### src/rtl/logic_unit_pkg.sv
// Shared op codes for the pipelined bitwise logic unit.
package logic_unit_pkg;

    localparam int OP_W = 3;

    localparam logic [OP_W-1:0] OP_AND  = 3'd0;
    localparam logic [OP_W-1:0] OP_OR   = 3'd1;
    localparam logic [OP_W-1:0] OP_XOR  = 3'd2;
    localparam logic [OP_W-1:0] OP_NOR  = 3'd3;
    localparam logic [OP_W-1:0] OP_NAND = 3'd4;
    localparam logic [OP_W-1:0] OP_XNOR = 3'd5;
    localparam logic [OP_W-1:0] OP_NOTA = 3'd6;
    localparam logic [OP_W-1:0] OP_PASS = 3'd7;

endpackage

### src/rtl/logic_op_core.sv
// Combinational bitwise op decode; the single home of the op encoding.
module logic_op_core
    import logic_unit_pkg::*;
#(
    parameter int N = 8
) (
    input  logic [OP_W-1:0] op,
    input  logic [N-1:0]    a,
    input  logic [N-1:0]    b,
    output logic [N-1:0]    y
);

    always_comb begin
        y = a;
        case (op)
            OP_AND:  y = a & b;
            OP_OR:   y = a | b;
            OP_XOR:  y = a ^ b;
            OP_NOR:  y = ~(a | b);
            OP_NAND: y = ~(a & b);
            OP_XNOR: y = ~(a ^ b);
            OP_NOTA: y = ~a;
            default: y = a;
        endcase
    end

endmodule

### src/rtl/logic_unit_pipe.sv
// Two-stage bitwise logic unit with accumulator chaining and valid/ready on both sides.
module logic_unit_pipe
    import logic_unit_pkg::*;
#(
    parameter int N = 8
) (
    input  logic            clk,
    input  logic            rst,
    input  logic            in_valid,
    output logic            in_ready,
    input  logic [OP_W-1:0] op,
    input  logic            acc_en,
    input  logic [N-1:0]    A,
    input  logic [N-1:0]    B,
    output logic            out_valid,
    input  logic            out_ready,
    output logic [N-1:0]    C,
    output logic            zero,
    output logic            all_ones
);

    logic            r_vld_p1;
    logic [OP_W-1:0] r_op_p1;
    logic            r_acc_en_p1;
    logic [N-1:0]    r_a_p1;
    logic [N-1:0]    r_b_p1;

    logic            r_vld_p2;
    logic [N-1:0]    r_c_p2;
    logic            r_zero_p2;
    logic            r_all_p2;
    logic [N-1:0]    r_acc;

    logic            w_adv2;
    logic            w_xfer;
    logic            w_accept;
    logic [N-1:0]    w_a_eff;
    logic [N-1:0]    w_y;

    assign w_adv2   = !r_vld_p2 || out_ready;
    assign w_xfer   = r_vld_p1 && w_adv2;
    assign in_ready = !r_vld_p1 || w_adv2;
    assign w_accept = in_valid && in_ready;

    // acc always holds the last S2 result, so chained accumulate beats see it without a bubble
    assign w_a_eff  = r_acc_en_p1 ? r_acc : r_a_p1;

    // Stage 1: operand capture
    always_ff @(posedge clk) begin
        if (rst) begin
            r_vld_p1    <= 1'b0;
            r_op_p1     <= '0;
            r_acc_en_p1 <= 1'b0;
            r_a_p1      <= '0;
            r_b_p1      <= '0;
        end else if (w_accept) begin
            r_vld_p1    <= 1'b1;
            r_op_p1     <= op;
            r_acc_en_p1 <= acc_en;
            r_a_p1      <= A;
            r_b_p1      <= B;
        end else if (w_xfer) begin
            r_vld_p1    <= 1'b0;
        end
    end

    logic_op_core #(
        .N (N)
    ) u_core (
        .op (r_op_p1),
        .a  (w_a_eff),
        .b  (r_b_p1),
        .y  (w_y)
    );

    // Stage 2: result, flags and accumulator
    always_ff @(posedge clk) begin
        if (rst) begin
            r_vld_p2  <= 1'b0;
            r_c_p2    <= '0;
            r_zero_p2 <= 1'b0;
            r_all_p2  <= 1'b0;
            r_acc     <= '0;
        end else if (w_xfer) begin
            r_vld_p2  <= 1'b1;
            r_c_p2    <= w_y;
            r_zero_p2 <= ~|w_y;
            r_all_p2  <= &w_y;
            r_acc     <= w_y;
        end else if (out_ready) begin
            r_vld_p2  <= 1'b0;
        end
    end

    assign out_valid = r_vld_p2;
    assign C         = r_c_p2;
    assign zero      = r_zero_p2;
    assign all_ones  = r_all_p2;

endmodule

### config.mk
export PLATFORM = sky130hd
export DESIGN_NAME = logic_unit_pipe
export DESIGN_NICKNAME = d
export VERILOG_FILES = /design/src/rtl/logic_unit_pkg.sv /design/src/rtl/logic_op_core.sv /design/src/rtl/logic_unit_pipe.sv
export SDC_FILE = /design/constraint.sdc
export NUM_CORES = 1
export LEC_CHECK = 0
export CAP_MARGIN = 20
export CORE_UTILIZATION = 40
export DETAILED_ROUTE_END_ITERATION = 8
export PLACE_DENSITY = 0.7
export SLEW_MARGIN = 20
export SYNTH_ARGS = -nofsm -noshare
export SYNTH_HDL_FRONTEND = slang
export SYNTH_HIERARCHICAL = 1
export SYNTH_SLANG_ARGS = --single-unit
### constraint.sdc
create_clock -name clk -period 3.7 [get_ports clk]
set_clock_uncertainty 0.15 [all_clocks]
set_input_delay 0.74 -clock clk [delete_from_list [all_inputs] [get_ports clk]]
set_output_delay 0.74 -clock clk [all_outputs]
set_load 0.02 [all_outputs]
## Yosys cells after proc, flatten, opt, wreduce, memory -nomap -nowiden

Index checks and enable logic that the tools add are counted.

- Equality and inequality tests: 6
- Muxes and demuxes: 6
- Bitwise logic cells: 7
- Reduce and logical (&&, ||, !) cells: 12

Operators by type and width:

| kind | number |
|---|---|
| $pmux W8 S7 | 1 |
| $not A8 Y8 | 4 |
| $eq A3 B3 Y1 const B | 3 |
| $and A8 B8 Y8 | 1 |
| $mux W8 | 1 |
| $or A8 B8 Y8 | 1 |
| $reduce_and A8 Y1 | 1 |
| $reduce_or A8 Y1 | 1 |
| $xor A8 B8 Y8 | 1 |
| $eq A3 B2 Y1 const B | 2 |
| $mux W1 | 4 |
| $reduce_bool A2 Y1 | 2 |
| $eq A3 B1 Y1 const B | 1 |
| $logic_not A1 Y1 | 3 |
| $logic_not A3 Y1 | 1 |
| $logic_and A1 B1 Y1 | 2 |
| $logic_or A1 B1 Y1 | 2 |

- Flip-flop bits (word level): 32
- Output and inout bits: 12

## Logic depth before layout (Yosys ltp)

- Depth after elaboration: 6
- Gate-level depth with buffers: 11
- Mapped depth without buffers: 10

## Cells and area by module

Netlist, hierarchy kept.

Modules (own cells, without submodules):

| module | times used | cells an instance | area an instance (um^2) |
|---|---|---|---|
| logic_unit_pipe | 1 | 154 | 1466.4 |
| logic_op_core | 1 | 118 | 854.6 |

## Least setup slack after synthesis

Ideal clock, no wire load.

- Path type: register -> register
- Start: register r_acc_en_p1
- End: register r_zero_p2, in the netlist zero
- Setup time: 70 ps
- Arrival time: 2361 ps
- Data required time: 3480 ps
- Setup slack: 1120 ps
- Stages on the path, launching flop included: 10
- Period minus slack after synthesis: 2580 ps
- Cell sequence: dfxtp_1 buf_2 mux2_1 inv_1 ha_1 mux2_2 mux4_2 nor4_1 nand4_1 a21oi_1

- Cells in the longest elaborated chain, start to end: 6
- Elaborated cells between the ends (all ways): 11

RTL lines:

| element | line | text |
|---|---|---|
| start: declaration | logic_unit_pipe.sv:24 | `logic r_acc_en_p1;` |
| start signal: assignment | logic_unit_pipe.sv:59 | `r_acc_en_p1 <= acc_en;` |
| $mux W8 (*) | logic_unit_pipe.sv:46 | `assign w_a_eff = r_acc_en_p1 ? r_acc : r_a_p1;` |
| named net w_a_eff[3] | logic_unit_pipe.sv:37 | `logic [N-1:0] w_a_eff;` |
| $xor A8 B8 Y8 (tied with other cells) | logic_op_core.sv:18, logic_op_core.sv:21 |  |
| $not A8 Y8, on equally long branches | logic_op_core.sv:21, logic_op_core.sv:19, logic_op_core.sv:20 |  |
| $pmux W8 S7 (*) | logic_op_core.sv:15 | `case (op)` |
| named net w_y[3] | logic_unit_pipe.sv:38 | `logic [N-1:0] w_y;` |
| $reduce_or A8 Y1 (*) | logic_unit_pipe.sv:87 | `r_zero_p2 <= ~\|w_y;` |
| $logic_not A1 Y1 (*) | logic_unit_pipe.sv:87 |  |
| end signal: assignment | logic_unit_pipe.sv:87 |  |
| end: declaration | logic_unit_pipe.sv:30 | `logic r_zero_p2;` |

Mark *: on every way through the listed nets, which the timed path passes. The rest lies on a longest branch.
A chain may end at the register's enable or synchronous reset.

## Worst setup path in the final report

- Start: input port out_ready
- End: output port in_ready

- Cells in the longest elaborated chain, start to end: 2

RTL lines:

| element | line | text |
|---|---|---|
| start: declaration | logic_unit_pipe.sv:16 | `input logic out_ready,` |
| $logic_or A1 B1 Y1 | logic_unit_pipe.sv:40 | `assign w_adv2 = !r_vld_p2 \|\| out_ready;` |
| $logic_or A1 B1 Y1 | logic_unit_pipe.sv:42 | `assign in_ready = !r_vld_p1 \|\| w_adv2;` |
| end: declaration | logic_unit_pipe.sv:10 | `output logic in_ready,` |

Every way passes these cells.

==> reports/qor.yml <==
status: "complete, no violations"
cp.arrival_ns: 2.19
gp_congestion: 0.7864
seq_power_share_pct: 43.6
timing.fmax_mhz: 324.6
hp-start: "r_a_p1[3]$_SDFFE_PP0P_"
hold_viol_final: 0
finalSetupTns_ns: 0
tritoncts: "done"
row_count: 27
holdWs_ns: 0.3194
cp-start-kind: "primary input"
ys.warnings.count: 6
drt_iter0_markers: 107
synthCells: 272
cts_max_path_buffers: 2
drv_cap: 0
start_util_pct: 41.89
yosysTopAreaCellShare_pct: 27.60
cts_hold_buffers: 0
hpwl_mm: 3.419
cts_htree_levels: 2
die_area_um2: 6111
cp.required_ns: 2.81
rsz0062_at_grt: "false"
setup_viol: 0
timing.final.crit_share_pct: 83.25
post_cts_buffers: 0
netSwitchingPower_mw: 0.2570
synth-seq-cells: 32
p_per_area_nw_per_um2: 323.3
crit_type: "primary input to output port"
power.internal_mw: 0.6435
syn_avg_cell_area_um2: 8.533
synth_nets: 312
cts_root_buf: "clkbuf_8"
final_util_pct: 50.27
drive_gt1_share_pct: 6.711
die_h_um: 78.18
antenna_left: 0
r2r-start: "r_acc_en_p1$_SDFFE_PP0P_"
drc: 0
ios: 36
grt_pass1_vias: 1836
clock-sinks: 32
post_drt_wl_per_cell_um: 13.12
place_inst: 363
cp_max_fo: 14
synth_area_leaders: "dfxtp_1, nand2b_1, mux2i_1, ha_1, mux2_1"
track_usage_pct: 17.03
clkLatencyLatePin_ns: 0.28
stdcell_area_um2: 2785
nNetsFinal: 338
power.share.combinational_pct: 24.0
grt_use_met2_pct: 26.93
clk_pin_slew_worst_paths_ns: 0.06
port-buffer-count: 35
grt_max_degree: 53
synth_seq_area_share_pct: 27.60
grtUsageMet1_pct: 22.06
cp-startpoint: "out_ready"
final_cells: 370
syn-cell-area_um2: 2321
drv_slew: 0
period_minus_slack_ns: 3.080
viasPerCell: 5.346
swShare_pct: 28.54
critPathCaptureType: "output port"
use_met3_pct: 4.302
p_leak_nw: 1.063
ir_drop_uv: 243.7
dr.pass1.iters: 4
busiest_layer: "met2"
dp_slack_ns: 0.6163
yosysTopAreaCell: "dfxtp_1"
diodes: 0
synthToLayoutAreaGrowth_pct: 20.00
postPlaceCellArea_um2: 2688
wirelength_mm: 4.855
slew_headroom_pct: 51.97
overflow: 0
synth_cell_type_count: 41
grt_pass1_wl_mm: 8.259
die_w_um: 78.18
hp-class: "register to register"
worst_pin_slew_ns: 0.7194
cts_resized: 0
vias: 1978
antenna_found_initial: 0
power_mw: 0.9006
core_area_um2: 5540
cts_buffers: 5
finalWorstSetupSlack_ns: 0.6196
pwr-share-clk_pct: 32.4
## critical path, stage by stage
cell,delay [ns]
clkdlybuf4s50_1,0.46
nor2b_4,0.34
nand2_1,0.09
clkdlybuf4s50_1,0.56
## power groups by stage
stage | logic, mW | clock network (mW) | registers, mW
CTS | 0.217 | 0.298 | 0.393
global route | 0.241 | 0.316 | 0.397
detailed placement | 0.216 | 0 | 0.400
finish | 0.216 | 0.291 | 0.393
global placement | 0.211 | 0 | 0.400
floorplan | 0.161 | 0 | 0.389
## flip-flops by register name, summed over array words and instances, names as in the netlist, 3 cells and up
register  flops
r_a_p1        8
r_acc         8
r_b_p1        8
r_op_p1       3
## synthesized netlist by cell type
cell type / instances
nand2b_1: 41
dfxtp_1: 32
mux2i_1: 25
inv_1: 19
a21oi_1: 16
ha_1: 16
o21ai_1: 15
nor2_1: 9
buf_2: 8
mux2_1: 8
nand3_1: 8
clkbuf_1: 7
nor2b_1: 6
a211oi_1: 5
nand2_1: 5
o211ai_1: 5
o21ai_0: 5
buf_4: 4
a32oi_1: 3
nand4_1: 3
nor3_1: 3
o31a_1: 3
a21o_1: 2
a22o_1: 2
inv_2: 2
mux4_2: 2
nor4_1: 2
o21bai_1: 2
xnor2_1: 2
a21boi_1: 1
a221oi_1: 1
a22oi_1: 1
and2_1: 1
and2b_1: 1
buf_6: 1
mux2_2: 1
mux2_4: 1
nor2b_4: 1
o221ai_1: 1
o22a_1: 1
or4_1: 1
## cell usage in the layout, fill, tap and decap left out, types with 2 or more instances in the layout
master           synthesis  layout
o21ai_0                  5       5
a211oi_1                 5       5
o31a_1                   3       3
clkdlybuf4s50_1          0      35
mux2_1                   8       8
ha_1                    16      16
o21ai_1                 15      15
nor4_1                   2       2
o21bai_1                 2       2
nand4_1                  3       3
buf_4                    4       4
xnor2_1                  2       2
nor3_1                   3       3
inv_1                   19      19
nand2_1                  5       5
nor2b_1                  6       6
a21o_1                   2       2
o211ai_1                 5       5
mux2i_1                 25      25
a32oi_1                  3       3
a21oi_1                 16      16
mux4_2                   2       2
nand3_1                  8       8
nor2_1                   9       9
a22o_1                   2       2
nand2b_1                41      41
inv_2                    2       2
dfxtp_1                 32      31
clkbuf_8                 0       7
## cell type report
type,count,area [µm²]
Clock buffer,7,96.34
Fill cell,553,2755
Timing Repair Buffer,39,380.4
Inverter,21,78.83
Multi-Input combinational cell,199,1498
Tap cell,72,90.09
Sequential cell,32,641.9
## cell families after synthesis
| kind of cell | synth area share, % |
|---|---|
| simple gates | 20.16 |
| compound gates | 17.09 |
| xor+xnor | 0.7549 |
| fa+ha+maj | 8.625 |
| buf+inv | 8.033 |
| mux | 17.74 |
| flops | 27.60 |
## layer usage
layer	routed length, µm	up-vias
li1	-	1005
met1	2291	925
met2	2282	38
met3	182	10
met4	99	0
met5	0	-
## final timing paths
path,to,slack [ns],depth (start not counted)
max reg2reg,all_ones$_SDFFE_PP0P_,0.70,10
min reg2reg,r_a_p1[3]$_SDFFE_PP0P_,0.32,2
max,in_ready,0.62,4
min,r_a_p1[3]$_SDFFE_PP0P_,0.32,2
Note: power is estimated with default switching activity, not from simulation.
